===== src/rtl/pipeline_debug_ctrl.sv =====
// Debug halt/scan sequencer: drains the pipeline, then streams x0..x(NREGS-1) over valid/ready and holds the core halted.
// Optional `DBG_PC_CAPTURE_EN` adds pc_in and a trailing PC beat (dump_idx=32).
module pipeline_debug_ctrl #(
  parameter int XLEN         = 32,
  parameter int NREGS        = 32,
  parameter int DRAIN_CYCLES = 4
) (
  input  logic                     clk,
  input  logic                     rst,
  input  logic                     halt_req,
  input  logic                     resume,
  output logic                     fetch_stall,
  output logic                     bubble_inject,
  output logic [$clog2(NREGS)-1:0] rf_raddr,
  input  logic [XLEN-1:0]          rf_rdata,
`ifdef DBG_PC_CAPTURE_EN
  input  logic [XLEN-1:0]          pc_in,
`endif
  output logic                     dump_valid,
  input  logic                     dump_ready,
  output logic [XLEN-1:0]          dump_data,
  output logic [5:0]               dump_idx,
  output logic                     dump_last,
  output logic                     halted
);

  localparam int AW = $clog2(NREGS);
  localparam int DW = $clog2(DRAIN_CYCLES + 1);
  localparam logic [5:0] PC_IDX = 6'd32;
`ifdef DBG_PC_CAPTURE_EN
  localparam logic [5:0] LAST_IDX = 6'(NREGS);
`else
  localparam logic [5:0] LAST_IDX = 6'(NREGS - 1);
`endif

  typedef enum logic [2:0] {
    RUN,
    DRAIN,
    READ,
    SEND,
    HALTED
  } state_t;

  state_t        state;
  state_t        state_nxt;
  logic [DW-1:0] drain_cnt;
  logic [5:0]    idx;

  always_ff @(posedge clk or posedge rst) begin
    if (rst) state <= RUN;
    else     state <= state_nxt;
  end

  always_comb begin
    state_nxt     = state;
    fetch_stall   = 1'b0;
    bubble_inject = 1'b0;
    dump_valid    = 1'b0;
    halted        = 1'b0;
    rf_raddr      = '0;
    case (state)
      RUN: begin
        if (halt_req) state_nxt = DRAIN;
      end
      DRAIN: begin
        fetch_stall   = 1'b1;
        bubble_inject = 1'b1;
        if (drain_cnt == DW'(1)) state_nxt = READ;
      end
      READ: begin
        fetch_stall   = 1'b1;
        bubble_inject = 1'b1;
        rf_raddr      = idx[AW-1:0];
        state_nxt     = SEND;
      end
      SEND: begin
        fetch_stall   = 1'b1;
        bubble_inject = 1'b1;
        dump_valid    = 1'b1;
        rf_raddr      = idx[AW-1:0];
        if (dump_ready) state_nxt = dump_last ? HALTED : READ;
      end
      HALTED: begin
        fetch_stall   = 1'b1;
        bubble_inject = 1'b1;
        halted        = 1'b1;
        if (resume) state_nxt = RUN;
      end
      default: state_nxt = RUN;
    endcase
  end

  // Beat registers are loaded in READ and held through SEND until the handshake.
  always_ff @(posedge clk or posedge rst) begin
    if (rst) begin
      drain_cnt <= '0;
      idx       <= '0;
      dump_data <= '0;
      dump_idx  <= '0;
      dump_last <= 1'b0;
    end else begin
      case (state)
        RUN: begin
          if (halt_req) begin
            drain_cnt <= DW'(DRAIN_CYCLES);
            idx       <= '0;
          end
        end
        DRAIN: begin
          drain_cnt <= drain_cnt - DW'(1);
        end
        READ: begin
          dump_data <= rf_rdata;
          dump_idx  <= idx;
          dump_last <= (idx == LAST_IDX);
`ifdef DBG_PC_CAPTURE_EN
          if (idx == 6'(NREGS)) begin
            dump_data <= pc_in;
            dump_idx  <= PC_IDX;
          end
`endif
        end
        SEND: begin
          if (dump_ready) idx <= idx + 6'd1;
        end
        HALTED: begin
          if (resume) begin
            dump_data <= '0;
            dump_idx  <= '0;
            dump_last <= 1'b0;
          end
        end
        default: ;
      endcase
    end
  end

endmodule


===== config.mk =====
export PLATFORM = sky130hd
export DESIGN_NAME = pipeline_debug_ctrl
export DESIGN_NICKNAME = d
export VERILOG_FILES = /design/src/rtl/pipeline_debug_ctrl.sv
export SDC_FILE = /design/constraint.sdc
export NUM_CORES = 1
export LEC_CHECK = 0
export CAP_MARGIN = 20
export CORE_MARGIN = 1.5
export CORE_UTILIZATION = 43
export CTS_CLUSTER_SIZE = 16
export DETAILED_ROUTE_END_ITERATION = 8
export PLACE_DENSITY = 0.88
export SLEW_MARGIN = 40
export SYNTH_ARGS = -nofsm -noshare
export SYNTH_HDL_FRONTEND = slang
export SYNTH_SLANG_ARGS = --single-unit
export TNS_END_PERCENT = 50

===== constraint.sdc =====
create_clock -name clk -period 2.1 [get_ports clk]
set_clock_uncertainty 0.05 [all_clocks]
set_input_delay 0.21 -clock clk [delete_from_list [all_inputs] [get_ports clk]]
set_output_delay 0.21 -clock clk [all_outputs]
set_load 0.02 [all_outputs]

==> results.ini, run 1 <==
[clock_tree]
ctsRootBufferMaster=clkbuf_8
post_cts_buffers=0
clk_latency_ps=280
cts_tree=yes
numCtsBuffers=5
htreeDepth=2
clk_path_buf_depth=2
cts_sinks=51
clk_pin_slew_ps=90
cts_hold_buf=0

[sta]
whs_ps=198
slew_headroom_pct=69.6
tightest_slew_ps=455
max_freq_mhz=497
period_share_pct=95.9
final.setup.tns_ps=0
hold_viol=0
final_max_slew_viol_count=0
rsz0062_at_grt=false
setup_viol=0
finalCriticalPeriod_ps=2010

[synth]
synth_most_common_cell=dfrtp_1
syn-num-nets=210
ys_warn_count=0
synth_edf_count=0
ys_ff_latch=51
synthTopCellsByCount=dfrtp_1, a22o_1, nand3_1
synth_cell_type_count=33
synth-seq-area-share_pct=61.0
yosysTopAreaCellShare_pct=61.0
synth_ff_type=dfrtp_1
synthCells=170
synthArstFlopShare_pct=100
synth_area_per_cell_sq_um=12.3
yosysTopAreaCell=dfrtp_1
netlist_area_sq_mm=0.00209
synthTopCellsByArea=dfrtp_1, a22o_1, nand3_1

[routing]
wire_per_inst_um=15.6
wirelength_mm=4.80
firstDrtPassIters=4
first_iter_violations=97
ant_nets=0
vias=1696
via_per_inst=5.51
remaining_drc_errors=0

[critical_path]
start_kind=flop
worstSetupEndpointType=output port
required_ps=1840
critPathMaxStageDelay_ps=630
path_depth=3
reg2reg_slack_ps=260
r2r_end=idx[4]
r2r_cells=3
reg2reg_from=state[2]
crit_chain=nor2_1, xnor2_1, clkdlybuf4s50_1
cp_top_family=buffers and inverters
path_class=reg -> out
slowest_stage=clkdlybuf4s50_1
crit_buf_inv=1
crit_arrival_ps=1750
crit_fanout=13

[floorplan]
core_sq_mm=0.00469
dieArea_sq_mm=0.00529
num_rows=25
die_h_um=72.8
io_pins=85
initial_core_util_pct=44.6
fp.dieW_um=72.8

[final_layout]
fin_nets=293
antenna_cells=0
drive_above_1_share_pct=7.87
fin_util_pct=66.5
area_growth_pct=49.2
fillers=368

[grt]
antenna_found_initial=0
grt.total_usage_pct=18.5
grt_pass1_wl_mm=7.65
gr-total-overflow=0
grt_pass1_vias=1679
grt_max_degree=32

[pwr]
vdd_drop_max_mv=0.859
power_density_mw_per_mm2=1560
p_leak_nw=1.40

[min_path]
min-delay-path-class=in -> async

[flow_run]
cap_violations=0

[outcome]
status=complete, no violations

[place]
portBuffers=84
place_congestion=0.788
dpl.hpwl_mm=3.45

==> per-stage QoR <==
stage               setup WS, ps  cell area, sq um  power [mW]  cells
floorplan                    517              2090        3.11    170
global placement             187              3000        4.16    300
detailed placement           144              3000        4.23    300
CTS                         17.9              3120        4.93    308
global route               0.755              3120        5.18    308
finish                      86.9              3120        4.88    308
==> per-layer routing <==
metal	GRT usage, %	part of all wire (%)	up-vias
met5	0	0	-
li1	-	-	794
met4	4.61	0.83	0
met3	3.73	5.6	6
met1	24.5	44	834
met2	31.2	50	62
==> how the worst max path moves through the flow <==
stage                     startpoint            end  slack (ps)
after global placement      halt_req         idx[4]         190
after detailed placement    halt_req         idx[4]         140
after global routing        state[0]         halted         0.8
final                       state[0]  bubble_inject          90
after floorplan             state[0]         idx[4]         520
after CTS                   state[0]  bubble_inject          20
==> cells in the final DEF, fill, tap and decap left out, types with 2 or more instances in the layout <==
cell              n
a21o_1            3
a22o_1           40
a22oi_1           2
a32o_1            2
and2_1            4
buf_4             6
clkbuf_8          6
clkdlybuf4s50_1  83
dfrtp_1          49
dfrtp_2           2
ha_1              3
inv_1             5
nand2_1           6
nand3_1           9
nor2_1            6
nor3_1            2
o21ai_0           3
o22ai_1           2
==> worst register-to-register path: stages, from the launching register on <==
cell,delay (ps)
dfrtp_1,500
or4b_1,710
a22o_1,280
a32o_1,190
==> kinds of logic after synthesis <==
family,synth area share [%]
mux,0.478
compound gates,22.3
buf+inv,4.31
simple gates,9.69
xor+xnor,0.419
flops,61.0
fa+ha+maj,1.79
==> state kept, by name (all words and copies together), names as in the netlist <==
signal	flops
drain_cnt	3
dump_data	32
dump_idx	6
dump_last	1
idx	6
state	3
==> final cells by class <==
| cell class | instances | area, sq um | area share (%) |
|---|---|---|---|
| multi-input combinational | 98 | 731 | 23.4 |
| tap | 54 | 67.6 | 2.16 |
| inverter | 6 | 22.5 | 0.721 |
| clock inverter | 2 | 35.0 | 1.12 |
| timing repair buffer | 91 | 905 | 29.0 |
| sequential | 51 | 1280 | 41.0 |
| clock buffer | 6 | 82.6 | 2.65 |
==> where the power goes <==
group / leakage [nW] / switching [mW] / total [mW] / internal [mW]
clock: 0.0612 / 0.293 / 0.679 / 0.385
sequential: 0.637 / 0.306 / 1.72 / 1.41
combinational: 0.707 / 1.23 / 2.49 / 1.26
total: 1.40 / 1.83 / 4.88 / 3.06
==> timing repair <==
item | 4_1_cts | 5_1_grt
pin swaps | 0 | 0
setup endpoints to repair | 4 | 6
resized for setup | 2 | 2
Power figures use the tool's default switching activity.
==> run 2: changes to the inputs <==
Settings changed: CELL_PAD_IN_SITES_DETAIL_PLACEMENT set to 1, CELL_PAD_IN_SITES_GLOBAL_PLACEMENT set to 1, CORE_MARGIN 1.5 to 2, CORE_UTILIZATION 43 to 33, GPL_ROUTABILITY_DRIVEN set to 0.
==> results.ini, run 2 (same netlist as run 1, synthesis figures left out) <==
[clock_tree]
post_cts_buffers=0
htreeDepth=2
cts_tree=yes
ctsRootBufferMaster=clkbuf_8
numCtsBuffers=5
clk_pin_slew_ps=100
clk_path_buf_depth=2
cts_hold_buf=0
cts_sinks=51
postCtsResizedCells=2
clk_latency_ps=300

[critical_path]
crit_arrival_ps=1750
start_kind=flop
path_class=reg -> out
required_ps=1840
worstSetupEndpointType=output port
crit_fanout=13

[routing]
vias=1730
first_iter_violations=56
via_per_inst=5.20
wire_per_inst_um=16.9
ant_nets=0
remaining_drc_errors=0
wirelength_mm=5.63
firstDrtPassIters=4

[pwr]
p_total_mw=4.83
p_int_mw=2.92
swShare_pct=39.6
clkPwrFrac_pct=11.6
comb_power_share_pct=53.0
vdd_drop_max_mv=0.649
pwr-share-seq_pct=35.4
p_leak_nw=1.40
power_density_mw_per_mm2=1540
p_switching_mw=1.91

[grt]
grt.total_usage_pct=16.6
grt_pass1_wl_mm=9.54
antenna_found_initial=0
grt_pass1_vias=1906
grt_max_degree=32
gr-total-overflow=0

[final_layout]
area_growth_pct=50.1
fin_cells=333
final_common_cell=clkdlybuf4s50_1
fillers=660
regMostFlops=dump_data
drive_above_1_share_pct=7.81
final_cell_mix=clkdlybuf4s50_1, dfrtp_1, a22o_1, nand3_1, buf_4
largestRegisters=dump_data (32), dump_idx (6), idx (6)
fin_nets=295
fin_util_pct=50.3
largest_register_ffs=32
antenna_cells=0

[sta]
tightest_slew_ps=480
final_max_slew_viol_count=0
fin_ws_ps=87.8
period_share_pct=95.8
finalCriticalPeriod_ps=2010
final.setup.tns_ps=0
max_freq_mhz=497
hold_viol=0
setup_viol=0
slew_headroom_pct=68.0
rsz0062_at_grt=false

[floorplan]
core_sq_mm=0.00624
io_pins=85
die_h_um=83.6
initial_core_util_pct=33.5
dieArea_sq_mm=0.00699
fp.dieW_um=83.6
num_rows=29

[flow_run]
cap_violations=0

[place]
portBuffers=84
dpl.hpwl_mm=4.15
dp.cells=325
dp_slack_ps=113

[outcome]
status=complete, no violations

[min_path]
min-delay-path-class=in -> async

==> run 2: final cells by class <==
| type | instances | area (sq um) | share of cell area, % |
|---|---|---|---|
| sequential | 51 | 1280 | 40.7 |
| inverter | 6 | 22.5 | 0.717 |
| clock buffer | 6 | 72.6 | 2.31 |
| timing repair buffer | 93 | 922 | 29.4 |
| multi-input combinational | 98 | 736 | 23.4 |
| tap | 77 | 96.3 | 3.07 |
| clock inverter | 2 | 12.5 | 0.399 |
==> run 2: layer usage <==
layer  GRT usage (%)  share of wire, %
met5               0                 0
met4            3.52              0.83
met3            2.77               3.3
met2            29.2                52
met1            21.6                44
==> run 2: final timing paths <==
check                               from  slack [ps]  depth (start not counted)            end
hold / removal                       rst         230                          2   dump_data[3]
max in group asynchronous            rst        1230                          3       state[1]
min in group clk           dump_data[14]         460                          1  dump_data[14]
setup / recovery                state[1]          90                          3  bubble_inject
setup reg to reg                state[2]         220                          3         idx[4]
hold reg to reg            dump_data[14]         460                          1  dump_data[14]
==> run 2: power by group through the flow <==
stage / Clock [mW] / Sequential [mW] / Combinational [mW]
global route: 0.614 / 1.77 / 2.75
global placement: 0 / 1.70 / 2.52
floorplan: 0 / 2.06 / 1.04
finish: 0.560 / 1.71 / 2.56
CTS: 0.566 / 1.71 / 2.61
detailed placement: 0 / 1.72 / 2.61
==> run 2: stage by stage <==
stage	instance area, sq um	hold WS, ps
after floorplan	2090	267
after global routing	3140	244
after CTS	3130	246
after detailed placement	3050	433
after global placement	3050	432
final	3140	228
==> run 2: worst max-delay path: stages, from the launching register on <==
cell	delay, ps
dfrtp_2	490
nor2_1	180
xnor2_1	160
clkdlybuf4s50_1	630
==> variant (flow settings as in run 1) <==
Add a define of `DBG_PC_CAPTURE_EN`.
--- a/src/rtl/pipeline_debug_ctrl.sv
+++ b/src/rtl/pipeline_debug_ctrl.sv
@@ -1,5 +1,7 @@
 // Debug halt/scan sequencer: drains the pipeline, then streams x0..x(NREGS-1) over valid/ready and holds the core halted.
 // Optional `DBG_PC_CAPTURE_EN` adds pc_in and a trailing PC beat (dump_idx=32).
+`define DBG_PC_CAPTURE_EN
+
 module pipeline_debug_ctrl #(
   parameter int XLEN         = 32,
   parameter int NREGS        = 32,
Ports: changed (added pc_in); port bits go from 85 to 117. The function was not compared with the original's and may differ.
==> variant against run 1 <==
- setup slack improved by 0.080 ns
- sequential power is 2% higher
- register-to-register slack better by 0.05 ns
- routed wire length rose by 64%
- sequential cell count did not move
- cell area up 34%
- core utilization shrank 0.88 points
- combinational power increased by 51%
- synthesized area up 36%
- power grew 24%
==> variant: results (changes against run 1) <==
- Final HPWL DP: 5520 um (+60%)
- NetSw: 2.65 mW (+45%)
- GP Congestion: 0.868 (+10%)
- Yosys cell types: 39 (+18%)
- Largest fanout on the critical path: 11 (-2)
- Reg-to-reg endpoint: state[0]
- Fin Hold WS: 0.201 ns (+0.00222 ns)
- I/O Buffers: 116 (+38%)
- Nets: 470 (+60%)
- Outcome: complete, no violations
- Reg2Reg Depth: 4 (+1)
- DR iter-0 viols: 144 (+48%)
- Seq/Total Area, Yosys: 0.448 (-0.162)
- Vias in the first global route: 2,694 (+60%)
- Flop2flop setup slack: 0.31 ns (+0.05 ns)
- Total GRT Usage: 0.216 (+0.0318)
- Logic gate share of total power: 0.620 (+0.110)
- Synth Register Bits: 51 (unchanged)
- Layout cells sized above 1: 0.0980 (+0.0192)
- Clock Latency Late Sink: 0.30 ns (+0.02 ns)
- Leading post-synthesis cells by cell area: dfrtp_1, o211ai_1, o221ai_1
- Worst VDD drop: 0.813 mV (-5.4%)
- Final WL: 7870 um (+64%)
- Worst slew pin tran: 0.496 ns (+0.0410 ns)
- Fill count: 503 (+37%)
- CP delay by family, top: flip-flops
- Top cells by count, synth: dfrtp_1, inv_1, o211ai_1, nand2_1, o221ai_1
- CP max stage cell: dfrtp_1
- Max incr delay on CP: 0.49 ns (-0.14 ns)
- Via density: 5.60 (+1.7%)
- Post-Syn Nets: 361 (+72%)
-- variant: cell types whose count changed in the layout (fill, tap and decap cells not counted), moves of 7 or more --
cell,run 1,this run
clkdlybuf4s50_1,83,107
o221ai_1,0,22
inv_1,5,44
o221ai_2,0,11
a22o_1,40,5
nand2_1,6,33
dlymetal6s2s_1,0,7
o211ai_1,1,38
-- variant: final cells by class --
class	count	area share
timing repair buffer	129	0.313
sequential	51	0.304
multi-input combinational	165	0.300
inverter	45	0.0403
tap	77	0.0230
clock buffer	7	0.0182
clock inverter	1	0.00119
-- variant: kinds of logic (layout without fill, tap and decap cells) --
logic type / Yosys count / in the layout / share of synthesized area
flops: 51 / 51 / 0.448
compound gates: 87 / 87 / 0.272
simple gates: 67 / 67 / 0.126
mux: 5 / 5 / 0.0180
xor+xnor: 2 / 2 / 0.00615
buf+inv: 72 / 182 / 0.113
fa+ha+maj: 4 / 4 / 0.0176
-- variant: power groups by stage --
| stage | clock, mW | combinational [mW] | sequential, mW |
|---|---|---|---|
| floorplan | 0 | 1.95 | 2.15 |
| global placement | 0 | 3.70 | 1.74 |
| detailed placement | 0 | 3.80 | 1.77 |
| CTS | 0.570 | 3.81 | 1.75 |
| global route | 0.601 | 4.06 | 1.81 |
| finish | 0.550 | 3.77 | 1.76 |
-- variant: worst max-delay path by stage --
stage	startpoint	endpoint	slack, ns	cells past startpoint
6_report	state[1]	halted	0.17	3
5_1_grt	state[1]	halted	0.08	3
4_1_cts	state[2]	rf_raddr[2]	0.002	3
3_5_place_dp	state[1]	halted	0.24	3
3_3_place_gp	state[1]	halted	0.26	3
2_1_floorplan	state[0]	fetch_stall	0.49	5
-- variant: timing repair --
action                                  CTS  global route
pin swaps                                 0             0
gates resized for setup                   3             7
hold buffers                              0             0
endpoints found under the setup margin    6             7
-- variant: stage by stage --
stage               cells  worst slack, ns  utilization  total power, mW  instance area (um^2)
floorplan             288            0.488            -             4.10                  2850
global placement      467            0.262        0.641             5.44                  4090
detailed placement    467            0.239        0.641             5.57                  4090
CTS                   475          0.00249        0.654             6.13                  4180
global route          475           0.0759        0.657             6.47                  4190
finish                475            0.167        0.657             6.07                  4190
-- variant: per-layer routing --
metal  vias up  track usage  wire length (um)
met4         0       0.0557                96
met1      1293        0.265              3380
li1       1261            -                 -
met5         -            0                 0
met2        98        0.388              3970
met3         8       0.0462               424
